### config.mk
export PLATFORM = sky130hd
export DESIGN_NAME = i2c_target_regbank
export DESIGN_NICKNAME = d
export VERILOG_FILES = /design/src/rtl/i2c_target_regbank_pkg.sv /design/src/rtl/i2c_target_regbank_line_filter.sv /design/src/rtl/i2c_target_regbank.sv
export SDC_FILE = /design/constraint.sdc
export NUM_CORES = 1
export LEC_CHECK = 0
export BUFFER_PORTS_ARGS = -buffer_cell sky130_fd_sc_hd__buf_2
export CORE_ASPECT_RATIO = 1.75
export CORE_UTILIZATION = 58
export CTS_CLUSTER_SIZE = 28
export DETAILED_ROUTE_END_ITERATION = 12
export PLACE_DENSITY_LB_ADDON = 0.12
export SLEW_MARGIN = 20
export SYNTH_ARGS = -nofsm -noshare
export SYNTH_HDL_FRONTEND = slang
export SYNTH_SLANG_ARGS = --single-unit
### constraint.sdc
create_clock -name ICE_CLK -period 2.85 [get_ports ICE_CLK]
set_input_delay 0.855 -clock ICE_CLK [delete_from_list [all_inputs] [get_ports ICE_CLK]]
set_output_delay 0.855 -clock ICE_CLK [all_outputs]
set_load 0.01 [all_outputs]
### src/rtl/i2c_target_regbank_pkg.sv
`timescale 1ns/1ps
`default_nettype none
// +----------------------------------------------------------------+
// | i2c_target_regbank_pkg: FSM state encoding and default address |
// | Rev 1.0                                                         |
// +----------------------------------------------------------------+
package i2c_target_regbank_pkg;

  localparam logic [6:0] DEFAULT_TARGET_ADDR = 7'h42;

  typedef enum logic [3:0] {
    ST_IDLE      = 4'd0,
    ST_ADDR      = 4'd1,
    ST_ADDR_ACK  = 4'd2,
    ST_PTR       = 4'd3,
    ST_PTR_ACK   = 4'd4,
    ST_WDATA     = 4'd5,
    ST_WDATA_ACK = 4'd6,
    ST_RDATA     = 4'd7,
    ST_RDATA_ACK = 4'd8,
    ST_IGNORE    = 4'd9
  } state_e;

endpackage
`default_nettype wire

### src/rtl/i2c_target_regbank_line_filter.sv
`timescale 1ns/1ps
`default_nettype none
// +----------------------------------------------------------------+
// | i2c_target_regbank_line_filter: 2-FF sync, stability filter,   |
// | rise/fall pulses aligned with the filtered level change.        |
// | Rev 1.0                                                         |
// +----------------------------------------------------------------+
module i2c_target_regbank_line_filter #(
  parameter int FILTER_LEN = 4
) (
  input  logic clk,
  input  logic rst,
  input  logic i_din,
  output logic o_level,
  output logic o_rise,
  output logic o_fall
);

  localparam int CNT_W = (FILTER_LEN > 1) ? $clog2(FILTER_LEN) : 1;

  logic             sync1_q, sync2_q;
  logic [CNT_W-1:0] cnt_q, cnt_d;
  logic             level_q, level_d;
  logic             rise_q, rise_d;
  logic             fall_q, fall_d;

  // A new level is accepted only after FILTER_LEN consecutive differing samples.
  always_comb begin
    cnt_d   = '0;
    level_d = level_q;
    rise_d  = 1'b0;
    fall_d  = 1'b0;
    if (sync2_q != level_q) begin
      if (cnt_q == CNT_W'(FILTER_LEN - 1)) begin
        level_d = sync2_q;
        rise_d  = sync2_q;
        fall_d  = ~sync2_q;
      end else begin
        cnt_d = cnt_q + 1'b1;
      end
    end
  end

  always_ff @(posedge clk or posedge rst) begin
    if (rst) begin
      sync1_q <= 1'b1;
      sync2_q <= 1'b1;
      cnt_q   <= '0;
      level_q <= 1'b1;
      rise_q  <= 1'b0;
      fall_q  <= 1'b0;
    end else begin
      sync1_q <= i_din;
      sync2_q <= sync1_q;
      cnt_q   <= cnt_d;
      level_q <= level_d;
      rise_q  <= rise_d;
      fall_q  <= fall_d;
    end
  end

  assign o_level = level_q;
  assign o_rise  = rise_q;
  assign o_fall  = fall_q;

endmodule
`default_nettype wire

### src/rtl/i2c_target_regbank.sv
`timescale 1ns/1ps
`default_nettype none
// +----------------------------------------------------------------+
// | i2c_target_regbank: I2C target giving the host access to an     |
// | 8-bit register space via write strobes and read requests.       |
// | Rev 1.0                                                         |
// +----------------------------------------------------------------+
module i2c_target_regbank
  import i2c_target_regbank_pkg::*;
#(
  parameter logic [6:0] TARGET_ADDR = DEFAULT_TARGET_ADDR,
  parameter int         FILTER_LEN  = 4,
  parameter int         SDA_HOLD    = 8
) (
  input  logic       ICE_CLK,
  input  logic       rst,
  input  logic       scl_di,
  input  logic       sda_di,
  output logic       sda_oe,
  output logic       wr_stb,
  output logic [7:0] wr_addr,
  output logic [7:0] wr_data,
  output logic       rd_req,
  output logic [7:0] rd_addr,
  input  logic [7:0] rd_data,
  output logic       busy
);

  localparam int HOLD_W = $clog2(SDA_HOLD + 1);

  logic scl_lvl, scl_rise, scl_fall;
  logic sda_lvl, sda_rise, sda_fall;
  logic start_det, stop_det;
  logic [7:0] shift_in;

  state_e            state_q, state_d;
  logic [3:0]        bit_cnt_q, bit_cnt_d;
  logic [7:0]        shreg_q, shreg_d;
  logic [7:0]        ptr_q, ptr_d;
  logic              rw_q, rw_d;
  logic [HOLD_W-1:0] hold_cnt_q, hold_cnt_d;
  logic              oe_tgt_q, oe_tgt_d;
  logic              sda_oe_q, sda_oe_d;
  logic              wr_stb_q, wr_stb_d;
  logic [7:0]        wr_addr_q, wr_addr_d;
  logic [7:0]        wr_data_q, wr_data_d;
  logic              rd_req_q, rd_req_d;
  logic [7:0]        rd_addr_q, rd_addr_d;
  logic              ld_pend_q, ld_pend_d;
  logic              busy_q, busy_d;

  i2c_target_regbank_line_filter #(.FILTER_LEN(FILTER_LEN)) u_scl_filt (
    .clk(ICE_CLK), .rst(rst), .i_din(scl_di),
    .o_level(scl_lvl), .o_rise(scl_rise), .o_fall(scl_fall)
  );

  i2c_target_regbank_line_filter #(.FILTER_LEN(FILTER_LEN)) u_sda_filt (
    .clk(ICE_CLK), .rst(rst), .i_din(sda_di),
    .o_level(sda_lvl), .o_rise(sda_rise), .o_fall(sda_fall)
  );

  // An SDA edge coinciding with an SCL edge is a data transition, never START/STOP.
  assign start_det = sda_fall & scl_lvl & ~scl_rise & ~scl_fall;
  assign stop_det  = sda_rise & scl_lvl & ~scl_rise & ~scl_fall;
  assign shift_in  = {shreg_q[6:0], sda_lvl};

  always_comb begin
    state_d    = state_q;
    bit_cnt_d  = bit_cnt_q;
    shreg_d    = shreg_q;
    ptr_d      = ptr_q;
    rw_d       = rw_q;
    hold_cnt_d = hold_cnt_q;
    oe_tgt_d   = oe_tgt_q;
    sda_oe_d   = sda_oe_q;
    wr_stb_d   = 1'b0;
    wr_addr_d  = wr_addr_q;
    wr_data_d  = wr_data_q;
    rd_req_d   = 1'b0;
    rd_addr_d  = rd_addr_q;
    ld_pend_d  = rd_req_q;
    busy_d     = busy_q;

    // The drive level chosen at an SCL fall reaches the pad only after the hold time.
    if (hold_cnt_q != '0) begin
      hold_cnt_d = hold_cnt_q - 1'b1;
      if (hold_cnt_q == HOLD_W'(1)) sda_oe_d = oe_tgt_q;
    end
    if (ld_pend_q) shreg_d = rd_data;

    if (start_det || stop_det) begin
      state_d    = start_det ? ST_ADDR : ST_IDLE;
      bit_cnt_d  = 4'd0;
      hold_cnt_d = '0;
      oe_tgt_d   = 1'b0;
      sda_oe_d   = 1'b0;
      if (stop_det) busy_d = 1'b0;
    end else if (scl_rise) begin
      case (state_q)
        ST_ADDR, ST_PTR, ST_WDATA: begin
          shreg_d   = shift_in;
          bit_cnt_d = bit_cnt_q + 4'd1;
          if (bit_cnt_q == 4'd7) begin
            if (state_q == ST_PTR) ptr_d = shift_in;
            if (state_q == ST_WDATA) begin
              wr_stb_d  = 1'b1;
              wr_addr_d = ptr_q;
              wr_data_d = shift_in;
              ptr_d     = ptr_q + 8'd1;
            end
          end
        end
        ST_RDATA: bit_cnt_d = bit_cnt_q + 4'd1;
        ST_ADDR_ACK: begin
          if (rw_q) begin
            rd_req_d  = 1'b1;
            rd_addr_d = ptr_q;
          end
        end
        ST_RDATA_ACK: begin
          if (!sda_lvl) begin
            ptr_d     = ptr_q + 8'd1;
            rd_req_d  = 1'b1;
            rd_addr_d = ptr_q + 8'd1;
          end else begin
            state_d = ST_IGNORE;
          end
        end
        default: ;
      endcase
    end else if (scl_fall) begin
      hold_cnt_d = HOLD_W'(SDA_HOLD);
      case (state_q)
        ST_ADDR: begin
          if (bit_cnt_q == 4'd8) begin
            if (shreg_q[7:1] == TARGET_ADDR) begin
              state_d  = ST_ADDR_ACK;
              rw_d     = shreg_q[0];
              busy_d   = 1'b1;
              oe_tgt_d = 1'b1;
            end else begin
              state_d  = ST_IGNORE;
              oe_tgt_d = 1'b0;
            end
          end
        end
        ST_PTR: begin
          if (bit_cnt_q == 4'd8) begin
            state_d  = ST_PTR_ACK;
            oe_tgt_d = 1'b1;
          end
        end
        ST_WDATA: begin
          if (bit_cnt_q == 4'd8) begin
            state_d  = ST_WDATA_ACK;
            oe_tgt_d = 1'b1;
          end
        end
        ST_ADDR_ACK: begin
          bit_cnt_d = 4'd0;
          if (rw_q) begin
            state_d  = ST_RDATA;
            oe_tgt_d = ~shreg_q[7];
          end else begin
            state_d  = ST_PTR;
            oe_tgt_d = 1'b0;
          end
        end
        ST_PTR_ACK, ST_WDATA_ACK: begin
          state_d   = ST_WDATA;
          bit_cnt_d = 4'd0;
          oe_tgt_d  = 1'b0;
        end
        ST_RDATA: begin
          if (bit_cnt_q == 4'd8) begin
            state_d  = ST_RDATA_ACK;
            oe_tgt_d = 1'b0;
          end else begin
            shreg_d  = {shreg_q[6:0], 1'b0};
            oe_tgt_d = ~shreg_q[6];
          end
        end
        // Only an ACKed byte stays here until the fall; a NACK already left for IGNORE.
        ST_RDATA_ACK: begin
          state_d   = ST_RDATA;
          bit_cnt_d = 4'd0;
          oe_tgt_d  = ~shreg_q[7];
        end
        default: oe_tgt_d = 1'b0;
      endcase
    end
  end

  always_ff @(posedge ICE_CLK or posedge rst) begin
    if (rst) begin
      state_q    <= ST_IDLE;
      bit_cnt_q  <= 4'd0;
      shreg_q    <= 8'd0;
      ptr_q      <= 8'd0;
      rw_q       <= 1'b0;
      hold_cnt_q <= '0;
      oe_tgt_q   <= 1'b0;
      sda_oe_q   <= 1'b0;
      wr_stb_q   <= 1'b0;
      wr_addr_q  <= 8'd0;
      wr_data_q  <= 8'd0;
      rd_req_q   <= 1'b0;
      rd_addr_q  <= 8'd0;
      ld_pend_q  <= 1'b0;
      busy_q     <= 1'b0;
    end else begin
      state_q    <= state_d;
      bit_cnt_q  <= bit_cnt_d;
      shreg_q    <= shreg_d;
      ptr_q      <= ptr_d;
      rw_q       <= rw_d;
      hold_cnt_q <= hold_cnt_d;
      oe_tgt_q   <= oe_tgt_d;
      sda_oe_q   <= sda_oe_d;
      wr_stb_q   <= wr_stb_d;
      wr_addr_q  <= wr_addr_d;
      wr_data_q  <= wr_data_d;
      rd_req_q   <= rd_req_d;
      rd_addr_q  <= rd_addr_d;
      ld_pend_q  <= ld_pend_d;
      busy_q     <= busy_d;
    end
  end

  assign sda_oe  = sda_oe_q;
  assign wr_stb  = wr_stb_q;
  assign wr_addr = wr_addr_q;
  assign wr_data = wr_data_q;
  assign rd_req  = rd_req_q;
  assign rd_addr = rd_addr_q;
  assign busy    = busy_q;

endmodule
`default_nettype wire

==> flow_summary_export.csv <==
group,metric,value,unit
power,vdd_drop_max,0.000516,V
timing,finalMaxSlewViolations,0,
layout,mostFrequentLayoutCell,"dfrtp_1",
die,start_util,0.608,
timing,worst_pin_slew,0.959,ns
layout,antenna_cells,0,
timing,min_period,2.26,ns
synthesis,synth_top_cell_by_area,"dfrtp_1",
critical_path,r2r_end,"ptr_q[0]",
synthesis,ys.flop_type,"dfrtp_1",
power,powerDensity,810,nW/um^2
critical_path,cp_max_fo,16,
critical_path,startpoint_type,"flip-flop",
grt,grt_pass1_wl,12900,um
place,place_congestion,0.983,
place,dp_hpwl,5590,um
die,die_w,61.6,um
synthesis,synth_seq_cells,73,
job,cap_viol_max_count,0,
layout,nets,406,
synthesis,synth-edff-count,0,
drt,via_per_inst,5.82,
critical_path,r2r-start,"state_q[2]",
timing,fmax,443,MHz
timing,final.setup_skew,0.0115,ns
critical_path,max_stage_delay,0.69,ns
drt,vias,2737,
cts,cts_tree,"built",
critical_path,crit_family,"simple AND/OR/NAND/NOR gates",
cts,worstSkewPairLatency,0.36,ns
critical_path,setup.worst_path.end_class,"flip-flop",
synthesis,synth_area_leaders,"dfrtp_1 (47%), mux2_2 (6.6%), dfstp_2 (4.4%), nand2_1 (4.4%), nor2_1 (3.6%)",
synthesis,avgSynthCellArea,10.2,um^2
drt,drt_iter0_markers,153,
synthesis,synth-async-reset-ratio,1.00,
cts,clockRootBuffer,"clkbuf_8",
min_path,whs_path_depth,0,
critical_path,slowest_stage,"or4b_4",
grt,grt_overflow,0,
cts,holdBufCountCts,0,
die,ios,40,
min_path,min_to,"u_scl_filt.sync2_q",
cts,post_cts_buffers,0,
drt,finalWirelength,7700,um
min_path,hold_start,"u_scl_filt.sync1_q",
synthesis,synth_fp_nets,371,
timing,rsz0062_at_grt,"no",
grt,grt.total_usage,0.275,
layout,syn_to_final_growth,11.8,%
min_path,hold_class,"flip-flop to flip-flop",
synthesis,ys_types,56,
layout,fillCellCount,524,
critical_path,worstPathCellList,"or4b_4, nor2_1, o21ai_1, o21ai_0, o31ai_1",
grt,grt_antenna_before_repair,0,
drt,ant_nets,0,
critical_path,worstPathRequired,3.06,ns
grt,grt_pass1_vias,2738,
synthesis,synth_top_area_frac,0.465,
drt,drc,0,
synthesis,synth_area,3600,um^2
timing,period_share,0.791,
die,die-area,6540,um^2
timing,setup_tns,0,ns
critical_path,cp.arrival,2.47,ns
critical_path,reg2regPathDepth,5,
place,placedCellCount,454,
cts,cts_resized,0,
cts,htree_levels,3,
layout,fin_cells,470,
die,coreArea,5930,um^2
cts,clockBufferDepth,2,
power,leakage,1.82,nW
die,row_count,37,
place,numPortBuffers,39,
synthesis,synthCells,352,
layout,mostFrequentLayoutCells,"dfrtp_1 (67), nand2_1 (42), buf_2 (39), nor2_1 (35), o21ai_0 (26)",
drt,drt_pass1_iterations,4,
timing,slew_headroom,0.356,
cts,cts_made_buffers,9,
critical_path,path_buf_inv,0,
cts,clk_pin_slew,0.08,ns
synthesis,synth_warnings,0,
die,fp.dieH,106,um
critical_path,crit_type,"flip-flop to flip-flop",
synthesis,synth-seq-area-share,0.509,
timing,finalSetupViolations,0,
drt,routedWlPerCell,16.4,um
grt,grt_max_degree,42,
layout,drive_gt1_frac,0.230,
run_status,status,"finished clean",
critical_path,r2r_slack,0.59,ns
cts,cts_sinks,73,
timing,finalHoldViolations,0,
[state kept, by name, summed over array words and instances (netlist names), 2 cells and up]
signal            cells
rd_addr               8
state_q               4
wr_addr               8
shreg_q               8
bit_cnt_q             4
u_scl_filt.cnt_q      2
hold_cnt_q            4
ptr_q                 8
u_sda_filt.cnt_q      2
wr_data               8
[how the worst max path moves through the flow]
stage | from | endpoint | depth (start not counted)
final | state_q[2] | ptr_q[0] | 5
after global routing | state_q[1] | ptr_q[0] | 5
after CTS | state_q[1] | ptr_q[5] | 5
after detailed placement | state_q[1] | ptr_q[5] | 5
after global placement | state_q[1] | ptr_q[0] | 5
after floorplan | rst | bit_cnt_q[0] | 1
[logic make-up (layout without fill, tap and decap cells)]
group | count (synthesis) | after routing | share of synthesized area
muxes | 33 | 33 | 0.0993
AOI/OAI and AO/OA | 74 | 74 | 0.132
and+or+nand+nor | 123 | 123 | 0.168
adders and majority gates | 7 | 7 | 0.0243
DFF | 73 | 73 | 0.509
buffers and inverters | 31 | 71 | 0.0406
xor gates and xnor gates | 11 | 11 | 0.0267
[metrics by stage]
| step | utilization | setup WS, ns | cell area [um^2] | hold slack [ns] | power (mW) |
|---|---|---|---|---|---|
| after global placement | 0.648 | 0.675 | 3840 | 0.347 | 2.45 |
| after detailed placement | 0.648 | 0.634 | 3840 | 0.347 | 2.48 |
| after global routing | 0.680 | 0.351 | 4030 | 0.361 | 3.48 |
| after CTS | 0.680 | 0.612 | 4030 | 0.357 | 3.28 |
| after floorplan | - | 0.152 | 3600 | 0.345 | 2.26 |
| final | 0.680 | 0.595 | 4030 | 0.356 | 3.26 |
[where the power goes]
part           internal, mW  switching, mW  leakage, nW  total, mW
sequential             1.23          0.304        0.942       1.53
combinational         0.420          0.514        0.781      0.934
clock                 0.428          0.372       0.0936      0.800
[layer usage]
| layer | routed length [um] | up-vias | global-route usage |
|---|---|---|---|
| met5 | 0 | - | 0 |
| met4 | 342 | 0 | 0.152 |
| met3 | 307 | 25 | 0.0560 |
| met2 | 4100 | 92 | 0.453 |
| met1 | 2940 | 1308 | 0.318 |
| li1 | - | 1312 | - |
[Yosys cell counts, drive strengths merged (2+ instances only)]
cell,count
nor4b,3
dfrtp,67
o22ai,2
xor2,3
mux2,22
nand2b,4
o21a,2
o221ai,2
a32o,2
a31oi,3
inv,12
and2,2
nand3,9
o22a,3
o21ai,32
a21oi,13
xnor2,8
mux2i,11
o31ai,2
a2bb2oi,3
dfstp,6
nor2b,3
nor2,35
or3,2
buf,13
nor3b,3
nor4,3
ha,7
clkbuf,6
nand2,42
or4,2
nor3,10
[final cells by class]
cell class / instances / area, um^2 / area share
well taps: 78 / 97.6 / 0.0242
multi-input cells: 248 / 1620 / 0.403
clock buffers: 13 / 149 / 0.0370
repair buffers: 43 / 238 / 0.0590
inverters: 12 / 45.0 / 0.0112
clock inverters: 3 / 42.5 / 0.0106
flip-flops and latches: 73 / 1830 / 0.455
(Power assumes the default switching activity.)
